===== config.mk =====
export PLATFORM = sky130hd
export DESIGN_NAME = lzrw1_item_unpacker
export DESIGN_NICKNAME = d
export VERILOG_FILES = /design/src/rtl/lzrw1_pkg.sv /design/src/rtl/lzrw1_item_unpacker.sv
export SDC_FILE = /design/constraint.sdc
export NUM_CORES = 1
export LEC_CHECK = 0
export CAP_MARGIN = 5
export CORE_ASPECT_RATIO = 1.5
export CORE_MARGIN = 1.5
export CORE_UTILIZATION = 56
export DETAILED_ROUTE_END_ITERATION = 7
export PLACE_DENSITY_LB_ADDON = 0.15
export SETUP_SLACK_MARGIN = 0.3
export SYNTH_ARGS = -nofsm -noshare
export SYNTH_HDL_FRONTEND = slang
export SYNTH_SLANG_ARGS = --single-unit
export TNS_END_PERCENT = 50

===== constraint.sdc =====
create_clock -name clock -period 5.9 [get_ports clock]
set_clock_uncertainty 0.05 [all_clocks]
set_input_delay 1.77 -clock clock [delete_from_list [all_inputs] [get_ports clock]]
set_output_delay 1.77 -clock clock [all_outputs]
set_load 0.05 [all_outputs]

===== src/rtl/lzrw1_pkg.sv =====
// Shared types and constants for the LZRW1 stream front end.
package lzrw1_pkg;

    localparam int CW_BITS = 16;

    localparam logic LITERAL = 1'b0;
    localparam logic COPY    = 1'b1;

    typedef enum logic [2:0] {
        S_CW_LO = 3'd0,
        S_CW_HI = 3'd1,
        S_ITEM0 = 3'd2,
        S_ITEM1 = 3'd3,
        S_ISSUE = 3'd4,
        S_GAP   = 3'd5
    } unpack_state_t;

    typedef struct packed {
        logic [15:0] data;
        logic        is_copy;
    } item_t;

endpackage


===== src/rtl/lzrw1_item_unpacker.sv =====
// Splits a raw LZRW1 byte stream into control words and items, and issues
// each item to the decompressor paced by its busy signal.
module lzrw1_item_unpacker
    import lzrw1_pkg::*;
(
    input  logic        clock,
    input  logic        reset,
    input  logic [7:0]  in_byte,
    input  logic        in_valid,
    input  logic        in_last,
    output logic        in_ready,
    output logic [15:0] data_in,
    output logic        control_word_in,
    output logic        data_in_valid,
    input  logic        decompressor_busy,
    output logic        stream_done,
    output logic        format_error,
    output logic [15:0] items_issued
);

    unpack_state_t state_q, state_d;
    logic [CW_BITS-1:0] cw_q, cw_d;
    logic [3:0]         idx_q, idx_d;
    logic [7:0]         byte0_q, byte0_d;
    logic               last_pending_q, last_pending_d;
    item_t              item_q, item_d;
    logic               err_q, err_d;
    logic [15:0]        cnt_q, cnt_d;
    logic               ready_state_s;
    logic               accept_s;
    logic               issue_s;
    logic               done_s;

    // Byte acceptance is only possible in the parsing states; gated by reset
    // so the port reads low while reset is held.
    always_comb begin
        ready_state_s = (state_q == S_CW_LO) || (state_q == S_CW_HI) ||
                        (state_q == S_ITEM0) || (state_q == S_ITEM1);
    end

    assign in_ready = reset & ready_state_s;
    assign accept_s = in_valid & in_ready;

    // Next-state and datapath update for the stream parser.
    always_comb begin
        state_d        = state_q;
        cw_d           = cw_q;
        idx_d          = idx_q;
        byte0_d        = byte0_q;
        last_pending_d = last_pending_q;
        item_d         = item_q;
        err_d          = err_q;
        cnt_d          = cnt_q;
        issue_s        = 1'b0;
        done_s         = 1'b0;
        case (state_q)
            S_CW_LO: begin
                if (accept_s) begin
                    cw_d[7:0] = in_byte;
                    if (in_last) begin
                        err_d  = 1'b1;
                        done_s = 1'b1;
                    end else begin
                        state_d = S_CW_HI;
                    end
                end else begin
                    state_d = S_CW_LO;
                end
            end
            S_CW_HI: begin
                if (accept_s) begin
                    cw_d[15:8] = in_byte;
                    idx_d      = 4'd0;
                    if (in_last) begin
                        done_s  = 1'b1;
                        state_d = S_CW_LO;
                    end else begin
                        state_d = S_ITEM0;
                    end
                end else begin
                    state_d = S_CW_HI;
                end
            end
            S_ITEM0: begin
                if (accept_s) begin
                    if (cw_q[idx_q] == LITERAL) begin
                        item_d.data    = {8'h00, in_byte};
                        item_d.is_copy = LITERAL;
                        last_pending_d = in_last;
                        state_d        = S_ISSUE;
                    end else if (in_last) begin
                        // Copy item cut short: nothing is issued for it.
                        byte0_d = in_byte;
                        err_d   = 1'b1;
                        done_s  = 1'b1;
                        state_d = S_CW_LO;
                    end else begin
                        byte0_d = in_byte;
                        state_d = S_ITEM1;
                    end
                end else begin
                    state_d = S_ITEM0;
                end
            end
            S_ITEM1: begin
                if (accept_s) begin
                    item_d.data    = {byte0_q, in_byte};
                    item_d.is_copy = COPY;
                    last_pending_d = in_last;
                    state_d        = S_ISSUE;
                end else begin
                    state_d = S_ITEM1;
                end
            end
            S_ISSUE: begin
                if (!decompressor_busy) begin
                    issue_s = 1'b1;
                    cnt_d   = cnt_q + 16'd1;
                    state_d = S_GAP;
                end else begin
                    state_d = S_ISSUE;
                end
            end
            S_GAP: begin
                // Dead cycle: busy from the decompressor lags the strobe by one.
                if (last_pending_q) begin
                    done_s         = 1'b1;
                    last_pending_d = 1'b0;
                    state_d        = S_CW_LO;
                end else if (idx_q == 4'(CW_BITS - 1)) begin
                    state_d = S_CW_LO;
                end else begin
                    idx_d   = idx_q + 4'd1;
                    state_d = S_ITEM0;
                end
            end
            default: begin
                state_d = S_CW_LO;
            end
        endcase
    end

    // Parser state and output registers.
    always_ff @(posedge clock or negedge reset) begin
        if (!reset) begin
            state_q        <= S_CW_LO;
            cw_q           <= '0;
            idx_q          <= 4'd0;
            byte0_q        <= 8'h00;
            last_pending_q <= 1'b0;
            item_q         <= '0;
            err_q          <= 1'b0;
            cnt_q          <= 16'h0000;
        end else begin
            state_q        <= state_d;
            cw_q           <= cw_d;
            idx_q          <= idx_d;
            byte0_q        <= byte0_d;
            last_pending_q <= last_pending_d;
            item_q         <= item_d;
            err_q          <= err_d;
            cnt_q          <= cnt_d;
        end
    end

    assign data_in         = item_q.data;
    assign control_word_in = item_q.is_copy;
    assign data_in_valid   = issue_s;
    assign stream_done     = done_s;
    assign format_error    = err_q;
    assign items_issued    = cnt_q;

endmodule

* Yosys cells after proc, flatten, opt, wreduce, memory -nomap -nowiden
Index checks and enable logic that the tools add are counted.
Operators by class: $add $sub $neg 2, magnitude comparators 1, equality and inequality tests 15, mux-type cells 39, bitwise gates (word level) 3, reduce and logical (&&, ||, !) cells 17
Operators by type and width (count):
- 2-to-1 mux 17 bit | 3
- case mux 17 bit (2 select lines) | 1
- 2-to-1 mux 3 bit | 6
- case mux 3 bit (6 select lines) | 1
- adder 16 x 1 -> 16 bit (second input constant) | 1
- 2-to-1 mux 1 bit | 16
- AND reduction 4 bit | 4
- inequality test 2 bit (second input constant) | 7
- 2-to-1 mux 4 bit | 3
- 2-to-1 mux 2 bit | 4
- case mux 4 bit (2 select lines) | 1
- == test 3 x 2 -> 1 bit (second input constant) | 2
- == test 3 bit (second input constant) | 2
- case mux 1 bit (3 select lines) | 2
- AND reduction 2 bit | 3
- nonzero test 2 bit | 3
- < comparator 4 x 5 -> 1 bit (second input constant) | 1
- adder 4 x 1 -> 4 bit (second input constant) | 1
- binary-select mux 1 bit (select 4 bit) | 1
- == test 4 bit (second input constant) | 1
- == test 3 x 1 -> 1 bit (second input constant) | 1
- logical NOT 3 bit | 1
- logical OR 1 bit | 3
- inequality test 3 bit (second input constant) | 1
- 7 further kinds | 8
Storage, ports and cells: bits in registers 66, input bits 13, output and inout port bits 37, word-level logic and storage cells 87

* Longest topological paths before layout
depth after elaboration 8, depth in mapped cells 7, mapped depth without buffers 5

* Least setup slack after synthesis
Ideal clock, no wire load.
path kind input to output, start point in in_valid, end point out stream_done, arrival time 3.332 ns, required time 4.080 ns, path slack 0.748 ns, cell stages on the path 2, buffers on the path 0, path through nand3_1 > o32ai_1
On the way: word-level cells in the longest chain between the ends 3, elaborated cells between the ends (all ways) 4, those cells by class 3 x mux; 1 x bitwise
Ends and longest elaborated chain:
- start: declaration | RTL line lzrw1_item_unpacker.sv:9 | input logic in_valid,
- AND 1 bit (*) | RTL line lzrw1_item_unpacker.sv:42 | assign accept_s = in_valid & in_ready;
- 2-to-1 mux 1 bit, on equally long branches | RTL line lzrw1_item_unpacker.sv:85, lzrw1_item_unpacker.sv:71
- case mux 1 bit (3 select lines) (*) | RTL line lzrw1_item_unpacker.sv:56 | case (state_q)
- end: declaration | RTL line lzrw1_item_unpacker.sv:16 | output logic stream_done,
Mark *: on every way between the ends. The rest lies on a longest branch, timed or not.

* Worst setup path in the final report
start point in decompressor_busy, end point out data_in_valid
On the way: word-level cells in the longest chain between the ends 2
Ends and longest elaborated chain:
- start: declaration | RTL line lzrw1_item_unpacker.sv:15 | input logic decompressor_busy,
- 2-to-1 mux 1 bit | RTL line lzrw1_item_unpacker.sv:116 | if (!decompressor_busy) begin
- 2-to-1 mux 1 bit | RTL line lzrw1_item_unpacker.sv:56
- end: declaration | RTL line lzrw1_item_unpacker.sv:14 | output logic data_in_valid,
No other way between the ends.

==> impl_metrics.toml <==
[status]
status = "completed"

[synthesis]
netlist_top_cells_count = "dfrtp_1, mux2_2, nand2_1"
synth_edf_count = 0
synthArstFlopShare = 1.000
synth.ff_latch_count = 66
synth_warnings = 0
synth.net_count = 240
synth_area_um2 = 2915
synth_ff_type = "dfrtp_1"
yosysUniqueCellTypes = 46
yosysTopAreaCell = "dfrtp_1"
seq_area_frac_synth = 0.5665
syn_area_per_cell_um2 = 12.96
synth.area.top_cells = "dfrtp_1, mux2_2, mux2i_1"
synthCells = 225
yosysMostFrequentCell = "dfrtp_1"
yosysTopAreaCellShare = 0.5665

[floorplan]
die_h_um = 91.37
core_um2 = 5085
die_x_um = 61.91
placementRows = 32
start_util = 0.5733
pin_count = 50
die-area_um2 = 5656

[sta]
fin_crit_ps = 5230
finalSetupViolations = 0
post-route-period-util = 0.8865
hold_viol = 0
finalSetupTns_ps = 0
fmax_mhz = 191.2
whs_ps = 427.4
tightest_slew_ps = 630.5
slew_violations = 0
max_slew_margin = 0.5787
rsz0062_at_grt = "no"

[flow_run]
maxCapViolCount = 0

[placed_design]
dp_hpwl_um = 4250
gp_congestion = 0.7981
placed_cells = 338
io_buffer_count = 49

[clock_tree]
cts_tree = "built"
ctsRootBufferMaster = "clkbuf_8"
cts_buffers = 9
clkSinkCount = 66
post_cts_buffers = 0
cts_resized = 0
clk_pin_slew_ps = 60
insertion_delay_ps = 330
clockBufferDepth = 2
htreeDepth = 3
cts_hold_buffers = 0

[setup_path]
path_class = "input pin to primary output"
crit_fanout = 2
cp.required_ps = 4080
critPathArrivalTime_ps = 3410
startpoint_type = "input pin"
endpoint_kind = "primary output"

[global_routing]
grt_max_degree = 47
grt_pass1_vias = 2025
gr-total-overflow = 0
grt_pass1_wl_um = 9701
antenna_found_initial = 0
grt_usage = 0.2379

[finish]
nFillCells = 377
utilization = 0.7269
diodes = 0
area.growth.synth_to_final_pct = 26.78
drive_above_1_share = 0.2070
final_cells = 353
final_nets = 296

[detailed_routing]
num_vias = 1943
route.antenna.remaining_nets = 0
wl_met2_um = 3293
routed-wl-met3_um = 210
routedWlPerCell_um = 16.98
drcViolationCount = 0
drt_pass1_iterations = 6
drt_wl_total_um = 5994
wl_met1_um = 2403
drtIter0Drc = 122
via_per_inst = 5.504
top_layer = "met4"

[power]
ir_worst_vdd_v = 0.0003350
power.density_nw_per_um2 = 477.4
leakagePower_nw = 1.600

[hold_path]
min_path_type = "register to register"
## worst paths after layout
kind | startpoint | to | slack, ps | depth (start not counted)
worst max-delay path | decompressor_busy | data_in_valid | 670 | 3
worst min-delay path | items_issued[15] | items_issued[15] | 430 | 1
worst max register to register | idx_q[0] | data_in[3] | 3360 | 5
worst min register to register | items_issued[15] | items_issued[15] | 430 | 1
max in group asynchronous | reset | items_issued[15] | 3850 | 2
min in group asynchronous | reset | cw_q[3] | 1190 | 1
## per-stage QoR
| step | setup slack [ps] | power [mW] | cell area [µm²] |
|---|---|---|---|
| after floorplan | 748.3 | 1.153 | 2915 |
| after global placement | 674.3 | 1.342 | 3473 |
| after detailed placement | 682.0 | 1.363 | 3473 |
| after CTS | 668.0 | 1.777 | 3696 |
| after global routing | 612.3 | 1.852 | 3696 |
| final | 669.7 | 1.765 | 3696 |
## power breakdown
| group | total, mW | switching [mW] | internal, mW | leakage [nW] |
|---|---|---|---|---|
| logic | 0.633 | 0.360 | 0.273 | 0.631 |
| registers | 0.722 | 0.120 | 0.602 | 0.855 |
| clock network | 0.409 | 0.158 | 0.251 | 0.115 |
| total | 1.76 | 0.639 | 1.13 | 1.60 |
## cell families after synthesis
kind of cell    synth area share
compound gates           0.08456
xor+xnor                 0.04807
fa+ha+maj               0.008582
buf+inv                  0.02059
flops                     0.5665
mux                       0.1618
simple gates              0.1099
## routing by layer
metal  vias to the layer above  global-route usage
met2                        51              0.4026
met1                       959              0.2755
met4                         0             0.09574
li1                        926                   -
met3                         7             0.05983
met5                         -                   0
## registers in the layout (all words and copies together), names as in the netlist
name and count:
cw_q 16, data_in 16, items_issued 16, byte0_q 8, idx_q 4, state_q 3, control_word_in 1, format_error 1
last_pending_q 1
## critical path, stage by stage
cell and delay, ps:
clkdlybuf4s50_1 460, nor4b_4 310, clkdlybuf4s50_1 870
## final cells by class
cell class / count / area, µm² / share of cell area
flip-flops and latches: 66 / 1652 / 0.4469
repair buffers: 52 / 518.0 / 0.1401
inverters: 4 / 15.01 / 0.004062
well taps: 68 / 85.08 / 0.02302
clock inverters: 1 / 30.03 / 0.008125
clock buffers: 14 / 192.7 / 0.05213
multi-input cells: 148 / 1204 / 0.3257
## placed cells by master (no fill, tap or decap), types with 2 or more instances in the layout
cell type,n
dfrtp_1,66
clkdlybuf4s50_1,47
mux2_2,31
clkbuf_8,14
nand2_1,12
mux2i_1,10
nor2_1,10
xnor2_1,10
a22o_1,8
nand3_1,7
xor2_1,6
a22oi_1,5
nand4_1,5
inv_1,4
and2_1,3
nor2b_1,3
and3_1,3
o21ai_0,3
buf_4,3
nand2b_1,2
or2_2,2
a21oi_1,2
o311ai_0,2
mux2_1,2
ha_1,2
Note: power is estimated with default switching activity, not from simulation.
